## config.mk

```make
export PLATFORM = sky130hd
export DESIGN_NAME = mem_tile_resp
export DESIGN_NICKNAME = d
export VERILOG_FILES = /design/src/rtl/mem_tile_resp.sv
export SDC_FILE = /design/constraint.sdc
export NUM_CORES = 1
export LEC_CHECK = 0
export CAP_MARGIN = 20
export CORE_ASPECT_RATIO = 0.75
export CORE_MARGIN = 5
export CORE_UTILIZATION = 49
export CTS_CLUSTER_DIAMETER = 150
export CTS_CLUSTER_SIZE = 14
export DETAILED_ROUTE_END_ITERATION = 10
export PLACE_DENSITY = 0.87
export SLEW_MARGIN = 30
export SYNTH_ARGS = -nofsm -noshare
export SYNTH_HDL_FRONTEND = slang
export SYNTH_SLANG_ARGS = --single-unit
```

## constraint.sdc

```tcl
create_clock -name clock -period 2.97 [get_ports clock]
set_clock_uncertainty 0.1 [all_clocks]
set_input_delay 0.594 -clock clock [delete_from_list [all_inputs] [get_ports clock]]
set_output_delay 0.594 -clock clock [all_outputs]
set_load 0.02 [all_outputs]
```

## src/rtl/mem_tile_resp.sv

```systemverilog
// Tile responder for the opm/OK protocol. One 128-bit tile request is accepted
// at a time. The tile is moved to or from a 64-bit backing SRAM as two
// half-tile beats, after an optional start-up delay of LAT cycles.
module mem_tile_resp #(
  parameter int ADDR_BITS = 14,
  parameter int LAT       = 2
) (
  input  logic                 clock,
  input  logic                 reset,
  input  logic [31:0]          memAddr,
  input  logic [4:0]           memOpm,
  input  logic [127:0]         memDataIn,
  output logic [127:0]         memDataOut,
  output logic [1:0]           memOK,
  output logic [ADDR_BITS:0]   sramAddr,
  output logic                 sramWe,
  output logic [63:0]          sramWdata,
  input  logic [63:0]          sramRdata
);

  localparam logic [4:0] UMEM_OPM_READY   = 5'b00000;
  localparam logic [4:0] UMEM_OPM_RD_TILE = 5'b01001;
  localparam logic [4:0] UMEM_OPM_WR_TILE = 5'b01010;

  localparam logic [1:0] UMEM_OK_READY = 2'd0;
  localparam logic [1:0] UMEM_OK_HOLD  = 2'd1;
  localparam logic [1:0] UMEM_OK_OK    = 2'd2;
  localparam logic [1:0] UMEM_OK_FAULT = 2'd3;

  typedef enum logic [2:0] {IDLE, WAIT, B0, B1, CAP, DONE} stateType;
  typedef enum logic [1:0] {KIND_RD, KIND_WR, KIND_FAULT} kindType;

  stateType               state, stateNext;
  kindType                kind, kindNext;
  logic [3:0]             cnt, cntNext;
  logic [ADDR_BITS-1:0]   ix, ixNext;
  logic [127:0]           data, dataNext;
  logic [1:0]             okNext;
  logic [127:0]           dataOutNext;

  // Byte-offset bits and aliased upper address bits are ignored.
  logic unusedAddrBits;
  assign unusedAddrBits = ^{memAddr[31:ADDR_BITS+4], memAddr[3:0]};

  // Next-state, next-register and backing-memory strobe decode.
  always_comb begin
    // NOTE: every output of this block gets a default first so that no path
    // leaves a signal unassigned and infers a latch.
    stateNext   = state;
    kindNext    = kind;
    cntNext     = cnt;
    ixNext      = ix;
    dataNext    = data;
    okNext      = memOK;
    dataOutNext = memDataOut;
    sramAddr    = {ix, 1'b0};
    sramWe      = 1'b0;
    sramWdata   = data[63:0];

    case (state)
      IDLE: begin
        if (memOpm != UMEM_OPM_READY) begin
          ixNext   = memAddr[ADDR_BITS+3:4];
          dataNext = memDataIn;
          okNext   = UMEM_OK_HOLD;
          if (memOpm == UMEM_OPM_RD_TILE) begin
            kindNext = KIND_RD;
          end else if (memOpm == UMEM_OPM_WR_TILE) begin
            kindNext = KIND_WR;
          end else begin
            kindNext = KIND_FAULT;
          end
          // Non-tile opcodes skip the backing memory entirely. They spend
          // their single HOLD cycle in CAP, which only finishes the response.
          if ((memOpm != UMEM_OPM_RD_TILE) && (memOpm != UMEM_OPM_WR_TILE)) begin
            stateNext = CAP;
          end else if (LAT > 0) begin
            stateNext = WAIT;
            cntNext   = 4'(LAT - 1);
          end else begin
            stateNext = B0;
          end
        end
      end

      WAIT: begin
        if (cnt == 4'd0) begin
          stateNext = B0;
        end else begin
          cntNext = cnt - 4'd1;
        end
      end

      B0: begin
        sramAddr = {ix, 1'b0};
        if (kind == KIND_WR) begin
          sramWe    = 1'b1;
          sramWdata = data[63:0];
        end
        stateNext = B1;
      end

      B1: begin
        sramAddr = {ix, 1'b1};
        if (kind == KIND_WR) begin
          sramWe    = 1'b1;
          sramWdata = data[127:64];
          okNext    = UMEM_OK_OK;
          stateNext = DONE;
        end else begin
          // The low half arrives now, one cycle after the B0 address.
          dataNext[63:0] = sramRdata;
          stateNext      = CAP;
        end
      end

      CAP: begin
        stateNext = DONE;
        if (kind == KIND_RD) begin
          dataOutNext = {sramRdata, data[63:0]};
          okNext      = UMEM_OK_OK;
        end else begin
          okNext = UMEM_OK_FAULT;
        end
      end

      DONE: begin
        if (memOpm == UMEM_OPM_READY) begin
          okNext    = UMEM_OK_READY;
          stateNext = IDLE;
        end
      end

      default: begin
        stateNext = IDLE;
        okNext    = UMEM_OK_READY;
      end
    endcase
  end

  // State, latched request and registered response outputs.
  always_ff @(posedge clock or negedge reset) begin
    if (!reset) begin
      state      <= IDLE;
      kind       <= KIND_RD;
      cnt        <= 4'd0;
      ix         <= '0;
      data       <= '0;
      memOK      <= UMEM_OK_READY;
      memDataOut <= '0;
    end else begin
      // NOTE: sequential state uses non-blocking assignments so every register
      // samples the values from before this edge, regardless of statement order.
      state      <= stateNext;
      kind       <= kindNext;
      cnt        <= cntNext;
      ix         <= ixNext;
      data       <= dataNext;
      memOK      <= okNext;
      memDataOut <= dataOutNext;
    end
  end

endmodule
```

Yosys cells after proc, flatten, opt, wreduce, memory -nomap -nowiden
Cells that the tools add are included.
{ "op_classes": {"n_reduce_logical": 16, "muxes": 25, "addsub": 1, "bitwise_logic": 1, "n_eq_ne": 17} }
{ "ops": {"columns": ["operator", "n"], "rows": [
  ["$mux W64", 4],
  ["$pmux W64 S2", 1],
  ["$pmux W3 S6", 1],
  ["$ne A2 B2 Y1 const B", 7],
  ["$mux W3", 4],
  ["$mux W4", 3],
  ["$eq A5 B4 Y1 const B", 2],
  ["$mux W2", 5],
  ["$ne A5 B4 Y1 const B", 2],
  ["$pmux W2 S5", 1],
  ["$pmux W4 S2", 1],
  ["$reduce_and A4 Y1", 2],
  ["$eq A3 B2 Y1 const B", 2],
  ["$eq A3 B3 Y1 const B", 2],
  ["$reduce_and A3 Y1", 2],
  ["$logic_not A5 Y1", 1],
  ["$mux W1", 5],
  ["$reduce_bool A5 Y1", 1],
  ["$logic_not A4 Y1", 1],
  ["$reduce_and A2 Y1", 2],
  ["$reduce_bool A2 Y1", 2],
  ["$reduce_or A2 Y1", 2],
  ["$sub A4 B1 Y4 const B", 1],
  ["$eq A3 B1 Y1 const B", 1],
  ["5 further kinds", 5]
]} }
{ "word_totals": {"reg_bits": 281} }

Depth between registers and ports, before layout
{ "logic_depth": {"word_depth": 5, "mapped_depth": 8, "ltp_nobuf": 6} }

Least setup slack after synthesis
No wires, ideal clock.
{ "synth_timing": {"kind": "flip-flop to output port", "startpoint": "reg kind[1]", "endpoint": "out sramWdata[0]", "stages_incl_launch_ff": 7, "slack_ns": 0.685, "arrival_ns": 1.591, "n_path_buf": 2, "path_cell_list": "dfrtp_1 nand2b_1 nor3_1 buf_2 buf_1 nand2_1 o21ai_0"} }
{ "synth_between": {"elab_chain_cells": 3} }
{ "synth_lines": {"columns": ["element", "line", "rtl"], "rows": [
  ["start: declaration", "34", "kindType kind, kindNext;"],
  ["start signal: assignment", "155", "kind <= kindNext;"],
  ["$eq A2 B1 Y1", "105", "if (kind == KIND_WR) begin"],
  ["$mux W64", "105", null],
  ["$mux W64", null, null],
  ["end: declaration", "17", "output logic [63:0] sramWdata,"]
]} }
No other way between the ends.

Worst setup path in the final report
{ "layout_timing": {"startpoint": "reg kind[1]", "endpoint": "out sramWdata[25]"} }
Same word-level chain as after synthesis.

==> metrics.yaml <==
cells_and_area:
  antennaDiodeCount: 0
  layout.cells.non_filler: 1829
  nets: 1722
  post-route-cell-area_um2: 17350
  synthToLayoutAreaGrowth_pct: 42.17
  final_layout_size_suffix_gt1_frac: 0.1724
place:
  place_area_um2: 16870
  dp.final_hpwl_um: 27940
  port_buffers: 422
  dp_cells: 1799
  place.gp.congestion: 0.8362
detailed_routing:
  drcViolationCount: 0
  wl_um: 40210
  vias: 10260
  drt_iter0_markers: 652
  wl_per_cell_um: 21.99
  vias_per_cell: 5.608
  ant_nets: 0
  drtPass1Iterations: 5
grt:
  grt.met2_usage: 0.4583
  antenna_found_initial: 1
  use_met1: 0.3519
  grt_max_degree: 115
  overflow: 0
  grt_pass1_wl_um: 62110
  grt_pass1_vias: 10820
  grt_usage: 0.2754
  grt_use_met3: 0.07194
  top_usage_layer: "met2"
yosys:
  avgSynthCellArea_um2: 11.18
  ys_seq_area_frac: 0.5764
  syn_inst: 1091
  synth_area_leaders: "dfrtp_1 (58%), mux2_4 (7.4%), mux2_2 (6.8%)"
  synth.distinct_cells: 44
  synth-seq-cells: 281
  ys.flop_type: "dfrtp_1"
  synth_common_cells: "dfrtp_1 (281), nand2_1 (200), o21ai_0 (131)"
  async_flop_share: 1.000
  syn-num-nets: 1323
  synth-edff-count: 0
  yosysMostFrequentCell: "dfrtp_1"
  ys_warn_count: 0
  synth_top_area_frac: 0.5764
  synth_area_leader_cell: "dfrtp_1"
  syn_area_um2: 12200
floorplanning:
  die_area_um2: 28190
  io_pins: 441
  rows: 50
  die_x_um: 192.2
  die_h_um: 146.7
  coreArea_um2: 24710
  initial_core_util: 0.4937
setup_path:
  start_kind: "flop"
  cp_data_arrival_time_ns: 2.19
  worst-endpoint-required_ns: 2.28
  cp-end-kind: "output pin"
  crit_type: "flop to output pin"
  critPathMaxFanout: 19
flow_run:
  max_cap_violations: 0
clock_network:
  cts_tree: "done"
  cts_root_buf: "clkbuf_16"
  path_clk_slew_ns: 0.07
  clkSinkCount: 281
  clk_latency_ns: 0.52
  h-tree-depth: 1
  clockBufferDepth: 3
  cts_made_buffers: 24
sta:
  maxSlewHeadroom: 0.4357
  hold_violations: 0
  min_period_ns: 2.881
  slew_viol_final: 0
  finalCritPeriodShare: 0.9699
  clock.fmax_mhz: 347.1
  worstMarginPinSlew_ns: 0.8465
  finalSetupViolations: 0
  rsz0062_at_grt: "false"
run_status:
  status: "finished, final reports clean"
power:
  power_density_nw_per_um2: 1002
  totalPowerFinal_mw: 17.38
  ir_drop_mv: 0.7253
  p_leak_nw: 7.714
hold_path:
  min_path_type: "flop to flop"
[area by class of cell]
type                    count  area, um^2
multi-input cells         659        4548
flip-flops and latches    281        7033
clock buffers              26       629.4
inverters                  69       262.8
repair buffers            455        4433
clock inverters             1       16.27
well taps                 338       422.9
fillers                  1659        7366
[per-layer routing]
layer,part of all wire,vias up
met4,0.041,2
li1,-,4560
met3,0.090,113
met1,0.39,5049
met2,0.47,533
met5,0.00027,-
[repair_timing]
action,in CTS,in global routing
hold endpoints to repair,2,0
endpoints found under the setup margin,64,60
cloned,1,0
pin swaps,1,0
hold buffers,1,0
buffers inserted,1,0
gates resized for setup,215,51
[critical path, cell delays in order, from the launching register on]
cell,delay [ns]
dfrtp_1,0.39
nand2b_4,0.16
nor3_4,0.21
buf_12,0.14
bufbuf_16,0.29
o21ai_0,0.10
dlygate4sd2_1,0.36
[cell usage in the layout, fill, tap and decap left out, types with 2 or more instances in the layout]
| cell type | synthesis | routed |
|---|---|---|
| a32oi_1 | 64 | 64 |
| clkdlybuf4s50_1 | 0 | 357 |
| inv_1 | 69 | 67 |
| mux2_1 | 9 | 9 |
| o21ai_0 | 131 | 131 |
| clkbuf_2 | 0 | 10 |
| clkbuf_16 | 0 | 25 |
| mux2_2 | 74 | 74 |
| nand2b_1 | 4 | 3 |
| nor4_1 | 2 | 2 |
| buf_12 | 0 | 13 |
| buf_4 | 1 | 18 |
| nand2_1 | 200 | 199 |
| dfrtp_1 | 281 | 280 |
| a22o_1 | 2 | 2 |
| mux2_4 | 60 | 60 |
| nor2_1 | 7 | 7 |
| clkdlybuf4s15_1 | 0 | 2 |
| nand3_1 | 5 | 4 |
| a221oi_1 | 2 | 2 |
| nor2b_1 | 4 | 4 |
| buf_2 | 17 | 38 |
| a31oi_1 | 4 | 4 |
| nor3_4 | 1 | 2 |
| a21oi_1 | 68 | 68 |
| dlygate4sd2_1 | 0 | 11 |
[cell families after synthesis]
logic type / after synthesis / synth area share
muxes: 143 / 0.1504
xor gates and xnor gates: 1 / 0.0007180
AOI/OAI and AO/OA: 280 / 0.1387
buffers and inverters: 151 / 0.05405
adders and majority gates: 1 / 0.001025
and+or+nand+nor: 234 / 0.07876
DFF: 281 / 0.5764
[state kept, by name, indices dropped and copies added (netlist names)]
name / count
memDataOut: 128
kind: 2
data: 128
state: 3
memOK: 2
ix: 14
cnt: 4
[power breakdown]
group	switching [mW]	total (mW)	internal (mW)
clock network	1.37	2.86	1.49
logic	4.27	7.99	3.72
registers	0.900	6.53	5.63
[path summary, 6_finish.rpt]
| kind | start | endpoint | slack, ns | depth (start not counted) |
|---|---|---|---|---|
| worst min-delay path | memDataOut[40] | memDataOut[40] | 0.38 | 2 |
| min in group asynchronous | reset | memDataOut[96] | 0.56 | 2 |
| worst max-delay path | kind[1] | sramWdata[25] | 0.09 | 6 |
| worst max register to register | state[2] | memDataOut[90] | 0.50 | 5 |
| worst min register to register | memDataOut[40] | memDataOut[40] | 0.38 | 2 |
| max in group asynchronous | reset | state[2] | 1.35 | 3 |
[metrics by stage]
stage          setup slack [ns]  utilization   TNS [ns]  hold slack, ns
2_1_floorplan            0.6846            -          0          0.1984
3_3_place_gp             0.1997       0.6825          0          0.3601
3_5_place_dp             0.1438       0.6825          0          0.3699
4_1_cts               -0.001494       0.7071  -0.002794          0.3843
5_1_grt                0.002064       0.7019          0          0.4101
6_report                0.08938       0.7019          0          0.3812
(Power assumes the default switching activity.)
